## src/rtl/fpu_pkg.sv

```systemverilog
// Shared types and format helpers for the FPU datapath blocks.
// Format helpers return 64-bit words; callers size-cast to their own 1+EXP_W+MAN_W width.
package fpu_pkg;

  typedef enum logic [1:0] {
    RM_RNE = 2'd0,
    RM_RTZ = 2'd1,
    RM_RUP = 2'd2,
    RM_RDN = 2'd3
  } rm_e;

  localparam int FLAG_NV = 3;
  localparam int FLAG_OF = 2;
  localparam int FLAG_UF = 1;
  localparam int FLAG_NX = 0;

  typedef enum logic [3:0] {
    ST_IDLE,
    ST_UNPACK,
    ST_SPECIAL,
    ST_NORM_IN,
    ST_MULT,
    ST_NORM_OUT,
    ST_ROUND,
    ST_PACK,
    ST_OUT
  } state_e;

  typedef enum logic [2:0] {
    CLS_ZERO,
    CLS_SUB,
    CLS_NORM,
    CLS_INF,
    CLS_QNAN,
    CLS_SNAN
  } cls_e;

  function automatic int fpu_bias(input int exp_w);
    return (1 << (exp_w - 1)) - 1;
  endfunction

  function automatic logic [63:0] fpu_exp_ones(input int exp_w, input int man_w);
    return ((64'd1 << exp_w) - 64'd1) << man_w;
  endfunction

  function automatic logic [63:0] fpu_qnan(input int exp_w, input int man_w);
    return fpu_exp_ones(exp_w, man_w) | (64'd1 << (man_w - 1));
  endfunction

  function automatic logic [63:0] fpu_inf(input logic sign, input int exp_w, input int man_w);
    return ({63'd0, sign} << (exp_w + man_w)) | fpu_exp_ones(exp_w, man_w);
  endfunction

  function automatic logic [63:0] fpu_max_finite(input logic sign, input int exp_w, input int man_w);
    return ({63'd0, sign} << (exp_w + man_w))
         | (((64'd1 << exp_w) - 64'd2) << man_w)
         | ((64'd1 << man_w) - 64'd1);
  endfunction

endpackage

```

## src/rtl/fpu_round.sv

```systemverilog
// Combinational IEEE rounder: significand plus guard/round/sticky -> rounded significand.
// On carry-out the significand is returned already renormalised to 1.000...0.
module fpu_round
  import fpu_pkg::*;
#(
  parameter int SIG_W = 24
) (
  input  logic [SIG_W-1:0] i_sig,
  input  logic             i_guard,
  input  logic             i_round,
  input  logic             i_sticky,
  input  logic             i_sign,
  input  rm_e              i_rm,
  output logic [SIG_W-1:0] o_sig,
  output logic             o_carry,
  output logic             o_inexact
);

  logic             w_inc;
  logic [SIG_W:0]   w_sum;

  always_comb begin
    o_inexact = i_guard | i_round | i_sticky;
    w_inc     = 1'b0;
    unique case (i_rm)
      RM_RNE: w_inc = i_guard & (i_round | i_sticky | i_sig[0]);
      RM_RTZ: w_inc = 1'b0;
      RM_RUP: w_inc = ~i_sign & o_inexact;
      RM_RDN: w_inc = i_sign & o_inexact;
      default: w_inc = 1'b0;
    endcase
  end

  assign w_sum   = {1'b0, i_sig} + {{SIG_W{1'b0}}, w_inc};
  assign o_carry = w_sum[SIG_W];
  // After a carry the sum is exactly 10...0, so its top SIG_W bits are the renormalised value.
  assign o_sig   = o_carry ? w_sum[SIG_W:1] : w_sum[SIG_W-1:0];

endmodule

```

## src/rtl/fpu_mul_seq.sv

```systemverilog
// Multi-cycle IEEE-754 multiplier with valid/ready handshakes, four rounding modes, per-op flags.
// FPU_MUL_SUBNORMAL_EN enables gradual underflow; without it denormals read as zero and tiny results flush.
module fpu_mul_seq
  import fpu_pkg::*;
#(
  parameter  int EXP_W = 8,
  parameter  int MAN_W = 23,
  localparam int W     = 1 + EXP_W + MAN_W
) (
  input  logic         clk,
  input  logic         rst,
  input  logic         in_valid,
  output logic         in_ready,
  input  logic [W-1:0] in_a,
  input  logic [W-1:0] in_b,
  input  logic [1:0]   in_rm,
  output logic         out_valid,
  input  logic         out_ready,
  output logic [W-1:0] out_z,
  output logic [3:0]   out_flags
);

  localparam int SIG_W = MAN_W + 1;
  localparam int P_W   = 2 * SIG_W;
  localparam int E_W   = EXP_W + 2;
  localparam int BIAS  = fpu_bias(EXP_W);
  localparam logic signed [E_W-1:0] E_BIAS = E_W'(BIAS);
  localparam logic signed [E_W-1:0] E_MIN  = E_W'(1 - BIAS);
  localparam logic signed [E_W-1:0] E_ONE  = E_W'(1);

  state_e                r_state, w_state_next;
  logic [W-1:0]          r_op [2];
  rm_e                   r_rm;
  cls_e                  w_cls [2];
  cls_e                  r_cls [2];
  logic signed [E_W-1:0] w_e [2];
  logic signed [E_W-1:0] r_e [2];
  logic [SIG_W-1:0]      w_m [2];
  logic [SIG_W-1:0]      r_m [2];
  logic                  r_zs;
  logic signed [E_W-1:0] r_ze;
  logic [P_W-1:0]        r_p;
  logic                  r_st;
  logic                  r_tiny;
  logic [SIG_W-1:0]      r_sig;
  logic                  r_nx;
  logic [W-1:0]          r_z;
  logic [3:0]            r_flags;

  for (genvar gi = 0; gi < 2; gi++) begin : g_unpack
    logic [EXP_W-1:0] w_ef;
    logic [MAN_W-1:0] w_mf;
    assign w_ef = r_op[gi][W-2 -: EXP_W];
    assign w_mf = r_op[gi][MAN_W-1:0];
`ifdef FPU_MUL_SUBNORMAL_EN
    assign w_cls[gi] = (w_ef == '1) ? ((w_mf == '0) ? CLS_INF : (w_mf[MAN_W-1] ? CLS_QNAN : CLS_SNAN))
                     : (w_ef == '0) ? ((w_mf == '0) ? CLS_ZERO : CLS_SUB) : CLS_NORM;
`else
    assign w_cls[gi] = (w_ef == '1) ? ((w_mf == '0) ? CLS_INF : (w_mf[MAN_W-1] ? CLS_QNAN : CLS_SNAN))
                     : (w_ef == '0) ? CLS_ZERO : CLS_NORM;
`endif
    assign w_e[gi] = (w_ef == '0) ? E_MIN : $signed({2'b00, w_ef}) - E_BIAS;
    assign w_m[gi] = {(w_ef != '0), w_mf};
  end

  logic w_is_special, w_norm_done;
  assign w_is_special = !(w_cls[0] inside {CLS_NORM, CLS_SUB}) || !(w_cls[1] inside {CLS_NORM, CLS_SUB});
  // The shift in flight this cycle finishes normalisation when the bit below a zero MSB is set.
  assign w_norm_done  = (r_m[0][SIG_W-1] | r_m[0][SIG_W-2]) & (r_m[1][SIG_W-1] | r_m[1][SIG_W-2]);
`ifdef FPU_MUL_SUBNORMAL_EN
  logic w_needs_norm;
  assign w_needs_norm = !w_m[0][SIG_W-1] || !w_m[1][SIG_W-1];
`endif

  always_ff @(posedge clk) begin
    if (rst) r_state <= ST_IDLE;
    else     r_state <= w_state_next;
  end

  always_comb begin
    w_state_next = r_state;
    unique case (r_state)
      ST_IDLE:     if (in_valid) w_state_next = ST_UNPACK;
      ST_UNPACK: begin
        if (w_is_special)      w_state_next = ST_SPECIAL;
`ifdef FPU_MUL_SUBNORMAL_EN
        else if (w_needs_norm) w_state_next = ST_NORM_IN;
`endif
        else                   w_state_next = ST_MULT;
      end
      ST_SPECIAL:  w_state_next = ST_OUT;
      ST_NORM_IN:  if (w_norm_done) w_state_next = ST_MULT;
      ST_MULT:     w_state_next = ST_NORM_OUT;
      ST_NORM_OUT: w_state_next = ST_ROUND;
      ST_ROUND:    w_state_next = ST_PACK;
      ST_PACK:     w_state_next = ST_OUT;
      ST_OUT:      if (out_ready) w_state_next = ST_IDLE;
      default:     w_state_next = ST_IDLE;
    endcase
  end

  always_comb begin
    in_ready  = (r_state == ST_IDLE);
    out_valid = (r_state == ST_OUT);
  end

  assign out_z     = r_z;
  assign out_flags = r_flags;

  logic          w_any_nan, w_any_snan, w_any_inf, w_inf_zero;
  logic [W-1:0]  w_spec_z;
  logic [3:0]    w_spec_flags;
  assign w_any_nan  = (r_cls[0] inside {CLS_QNAN, CLS_SNAN}) || (r_cls[1] inside {CLS_QNAN, CLS_SNAN});
  assign w_any_snan = (r_cls[0] == CLS_SNAN) || (r_cls[1] == CLS_SNAN);
  assign w_any_inf  = (r_cls[0] == CLS_INF) || (r_cls[1] == CLS_INF);
  assign w_inf_zero = (r_cls[0] == CLS_INF && r_cls[1] == CLS_ZERO) || (r_cls[0] == CLS_ZERO && r_cls[1] == CLS_INF);

  always_comb begin
    w_spec_z     = {r_zs, {(W-1){1'b0}}};
    w_spec_flags = '0;
    if (w_any_nan || w_inf_zero) begin
      w_spec_z              = W'(fpu_qnan(EXP_W, MAN_W));
      w_spec_flags[FLAG_NV] = w_any_snan || w_inf_zero;
    end else if (w_any_inf) begin
      w_spec_z = W'(fpu_inf(r_zs, EXP_W, MAN_W));
    end
  end

  // Product normalisation: leading one is moved to the top bit so the field slices below are fixed.
  logic [P_W-1:0]        w_p1, w_p_sh;
  logic signed [E_W-1:0] w_e1, w_ze_n;
  logic                  w_tiny, w_st_n;
  assign w_p1   = r_p[P_W-1] ? r_p : (r_p << 1);
  assign w_e1   = r_p[P_W-1] ? r_ze + E_ONE : r_ze;
  assign w_tiny = (w_e1 < E_MIN);

`ifdef FPU_MUL_SUBNORMAL_EN
  localparam logic signed [E_W-1:0] E_SH_MAX = E_W'(MAN_W + 3);
  logic signed [E_W-1:0] w_sh;
  always_comb begin
    w_sh = '0;
    if (w_tiny) w_sh = ((E_MIN - w_e1) > E_SH_MAX) ? E_SH_MAX : (E_MIN - w_e1);
  end
  assign w_p_sh = w_p1 >> $unsigned(w_sh);
  assign w_st_n = |(w_p1 & ~({P_W{1'b1}} << $unsigned(w_sh)));
  assign w_ze_n = w_tiny ? E_MIN : w_e1;
`else
  assign w_p_sh = w_p1;
  assign w_st_n = 1'b0;
  assign w_ze_n = w_e1;
`endif

  logic [SIG_W-1:0] w_sig_rnd;
  logic             w_carry, w_nx;

  fpu_round #(.SIG_W(SIG_W)) u_round (
    .i_sig     (r_p[P_W-1 -: SIG_W]),
    .i_guard   (r_p[MAN_W]),
    .i_round   (r_p[MAN_W-1]),
    .i_sticky  (r_st || (|r_p[MAN_W-2:0])),
    .i_sign    (r_zs),
    .i_rm      (r_rm),
    .o_sig     (w_sig_rnd),
    .o_carry   (w_carry),
    .o_inexact (w_nx)
  );

  logic             w_ovf, w_use_inf;
  logic [EXP_W-1:0] w_exp_out;
  logic [W-1:0]     w_pack_z;
  logic [3:0]       w_pack_flags;
  assign w_ovf     = (r_ze > E_BIAS);
  assign w_use_inf = (r_rm == RM_RNE) || (r_rm == RM_RUP && !r_zs) || (r_rm == RM_RDN && r_zs);
  assign w_exp_out = r_sig[MAN_W] ? EXP_W'(r_ze + E_BIAS) : '0;

  always_comb begin
    w_pack_z              = {r_zs, w_exp_out, r_sig[MAN_W-1:0]};
    w_pack_flags          = '0;
    w_pack_flags[FLAG_NX] = r_nx;
    w_pack_flags[FLAG_UF] = r_tiny && r_nx;
    if (w_ovf) begin
      w_pack_z              = w_use_inf ? W'(fpu_inf(r_zs, EXP_W, MAN_W)) : W'(fpu_max_finite(r_zs, EXP_W, MAN_W));
      w_pack_flags          = '0;
      w_pack_flags[FLAG_OF] = 1'b1;
      w_pack_flags[FLAG_NX] = 1'b1;
    end
`ifndef FPU_MUL_SUBNORMAL_EN
    else if (r_tiny) begin
      w_pack_z              = {r_zs, {(W-1){1'b0}}};
      w_pack_flags          = '0;
      w_pack_flags[FLAG_UF] = 1'b1;
      w_pack_flags[FLAG_NX] = 1'b1;
    end
`endif
  end

  always_ff @(posedge clk) begin
    unique case (r_state)
      ST_IDLE: if (in_valid) begin
        r_op[0] <= in_a;
        r_op[1] <= in_b;
        r_rm    <= rm_e'(in_rm);
      end
      ST_UNPACK: begin
        for (int i = 0; i < 2; i++) begin
          r_cls[i] <= w_cls[i];
          r_e[i]   <= w_e[i];
          r_m[i]   <= w_m[i];
        end
        r_zs <= r_op[0][W-1] ^ r_op[1][W-1];
      end
      ST_NORM_IN: begin
        for (int i = 0; i < 2; i++) begin
          if (!r_m[i][SIG_W-1]) begin
            r_m[i] <= r_m[i] << 1;
            r_e[i] <= r_e[i] - E_ONE;
          end
        end
      end
      ST_MULT: begin
        r_p  <= P_W'(r_m[0]) * P_W'(r_m[1]);
        r_ze <= r_e[0] + r_e[1];
      end
      ST_NORM_OUT: begin
        r_p    <= w_p_sh;
        r_st   <= w_st_n;
        r_ze   <= w_ze_n;
        r_tiny <= w_tiny;
      end
      ST_ROUND: begin
        r_sig <= w_sig_rnd;
        r_nx  <= w_nx;
        if (w_carry) r_ze <= r_ze + E_ONE;
      end
      default: ;
    endcase
  end

  always_ff @(posedge clk) begin
    if (rst) begin
      r_z     <= '0;
      r_flags <= '0;
    end else if (r_state == ST_SPECIAL) begin
      r_z     <= w_spec_z;
      r_flags <= w_spec_flags;
    end else if (r_state == ST_PACK) begin
      r_z     <= w_pack_z;
      r_flags <= w_pack_flags;
    end
  end

endmodule

```

## config.mk

```make
export PLATFORM = sky130hd
export DESIGN_NAME = fpu_mul_seq
export DESIGN_NICKNAME = d
export VERILOG_FILES = /design/src/rtl/fpu_pkg.sv /design/src/rtl/fpu_round.sv /design/src/rtl/fpu_mul_seq.sv
export SDC_FILE = /design/constraint.sdc
export NUM_CORES = 2
export LEC_CHECK = 0
export CELL_PAD_IN_SITES_DETAIL_PLACEMENT = 2
export CELL_PAD_IN_SITES_GLOBAL_PLACEMENT = 2
export CORE_MARGIN = 2
export CORE_UTILIZATION = 25
export CTS_BUF_LIST = sky130_fd_sc_hd__clkbuf_16
export DETAILED_ROUTE_END_ITERATION = 8
export DONT_BUFFER_PORTS = 1
export PLACE_DENSITY = 0.49
export SLEW_MARGIN = 25
export SYNTH_ARGS = -nofsm -noshare
export SYNTH_HDL_FRONTEND = slang
export SYNTH_SLANG_ARGS = --single-unit
```

## constraint.sdc

```tcl
create_clock -name clk -period 15.5 [get_ports clk]
set_clock_uncertainty 0.1 [all_clocks]
set_input_delay 4.65 -clock clk [delete_from_list [all_inputs] [get_ports clk]]
set_output_delay 4.65 -clock clk [all_outputs]
set_load 0.05 [all_outputs]
```

==> results.yml <==
detailed_routing:
  wire_per_inst_um: 21.79
  drc: 0
  vias: 22340
  post_drt_via_cell_ratio: 4.547
  finalWirelength_um: 107100
  drtIter0Drc: 973
  dr.pass1.iters: 5
  final_antenna_net_count: 0
grt:
  grt_use_total_pct: 16.97
  antenna_found_initial: 1
  grt_pass1_vias: 26060
  grt-ovfl-total: 0
  grt_pass1_wl_um: 163900
  grt_max_degree: 71
final_layout:
  nFillCells: 13720
  stdcell_area_um2: 34410
  ff_latch_area_um2: 7557
  multiInputGateArea_um2: 20840
  layout-drive-gt1-share_pct: 4.457
  final_nets: 3993
  area_delta_synth_final_pct: 10.12
logic_synthesis:
  synth_area_um2: 31250
  synth-async-reset-ratio_pct: 0
  syn-num-nets: 4069
  synth_flop_cell: "edfxtp_1"
  yosys-top-cells-count: "inv_1 (603), nand2_1 (531), fa_1 (483), and2_1 (298), edfxtp_1 (225)"
  yosysTopAreaCell: "fa_1"
  syn_inst: 3322
  synth.avg_cell_area_um2: 9.407
  ys_seq_area_share_pct: 24.18
  ys_types: 68
  ys_seq_elements: 265
  synth_edf_count: 225
  yosys_warnings: 0
  synth_area_leaders: "fa_1 (31%), edfxtp_1 (22%), ha_1 (7.8%)"
  synth_top_area_share_pct: 30.94
  synth.most_common_cell: "inv_1"
flow_run:
  max_cap_violations: 0
clock_network:
  clkLatencyLatePin_ps: 580
  post_cts_resized: 0
  cts_setup_buffers: 0
  htreeDepth: 2
  cts_tree: "built"
  cts.sinks: 265
  cts_root_buffer: "clkbuf_16"
  cts_buffer_depth: 3
  path_clk_slew_ps: 50
  cts_hold_buf: 0
  cts_buffers: 40
critical_path:
  crit_path_end_kind: "flop"
  cp.required_ps: 15690
  cpMaxStageDelayCell: "edfxtp_1"
  critPathKind: "flop to flop"
  cp_num_buf_inv: 7
  critical-path-max-stage-delay_ps: 1040
  worstPathArrival_ps: 8370
  worst_setup_path_start_kind: "flop"
  critPathTopFamily: "adder cells"
  crit_path_max_fanout: 25
die:
  start_util_pct: 25.24
  fp.dieH_um: 357.6
  coreArea_um2: 123800
  rows: 129
  die_w_um: 357.6
  design.die.area_um2: 127800
  pin_count: 108
sta:
  finalSetupViolations: 0
  worst_slew_pin_slew_ps: 1054
  layout_min_cycle_time_ps: 8172
  fmax_mhz: 122.4
  rsz0062_at_grt: "false"
  hold_violations: 0
  final_max_slew_viol_count: 0
  max_slew_margin_pct: 29.72
  fin_setup_tns_ps: 0
  finalCritPeriodShare_pct: 52.72
placement:
  io_buffers: 0
  gp_congestion: 0.7991
  hpwl_um: 83830
  placed_cell_area_um2: 33150
hold_path:
  hold_class: "flop to flop"
outcome:
  status: "complete, no violations"
[cells in the final DEF, fill, tap and decap left out, types with 62 or more instances in the layout]
cell type,n
a21oi_1,91
and2_1,297
edfxtp_1,225
fa_1,483
ha_1,194
inv_1,607
nand2_1,531
nand3_1,62
nor2_1,105
o21ai_0,86
[state kept, by name, summed over array words and instances (netlist names)]
signal and flops:
r_op 64, r_m 48, r_p 48, out_z 32, r_sig 24, r_e 20, r_ze 10, r_cls 6
out_flags 4, r_state 4, r_rm 2, r_nx 1, r_tiny 1, r_zs 1
[per-layer routing]
| metal | routed length, um | global-route usage [%] |
|---|---|---|
| met5 | 0 | 0 |
| met4 | 1763 | 3.336 |
| met3 | 2890 | 1.939 |
| met2 | 48390 | 27.14 |
| met1 | 54010 | 24.70 |
[cell type report]
cell class | count | area share, %
multi-input combinational | 2279 | 60.56
inverter | 604 | 6.588
tap | 1637 | 5.952
clock inverter | 31 | 0.5781
timing repair buffer | 56 | 1.378
clock buffer | 41 | 2.981
sequential | 265 | 21.96
antenna | 1 | 0.007271
[path summary, 6_finish.rpt]
check | start | endpoint | slack [ps] | depth (start not counted)
worst max register to register | r_m[0][27]$_DFFE_PP_ | r_p[39]$_DFFE_PP_ | 7330 | 25
worst min register to register | r_op[0][20]$_DFFE_PP_ | r_m[0][20]$_DFFE_PP_ | 450 | 2
worst max-delay path | r_m[0][27]$_DFFE_PP_ | r_p[39]$_DFFE_PP_ | 7330 | 25
worst min-delay path | r_op[0][20]$_DFFE_PP_ | r_m[0][20]$_DFFE_PP_ | 450 | 2
[worst reg2reg max path: cells and delay by family (launching register included)]
kind            cells  cell delay, ps
buf+inv             7             380
simple gates        4             680
fa+ha+maj           8            4010
flops               1            1040
compound gates      5            1480
xor+xnor            1             210
[per-stage QoR]
stage	cells	setup slack (ps)	utilization (%)	hold slack, ps
3_3_place_gp	4835	7393	26.72	435.7
2_1_floorplan	3322	8533	-	417.5
6_report	4914	7328	27.80	446.1
4_1_cts	4910	7271	27.76	435.8
5_1_grt	4913	6894	27.80	464.2
3_5_place_dp	4838	7278	26.77	447.4
[cell families after synthesis]
group / share of synthesized area (%)
simple gates: 17.49
buf+inv: 9.345
fa+ha+maj: 38.71
compound gates: 6.987
flops: 24.18
xor+xnor: 3.027
mux: 0.2602
Power is not shown: default switching activity piles up to over one toggle a cycle in this logic, so the estimate is an artifact.
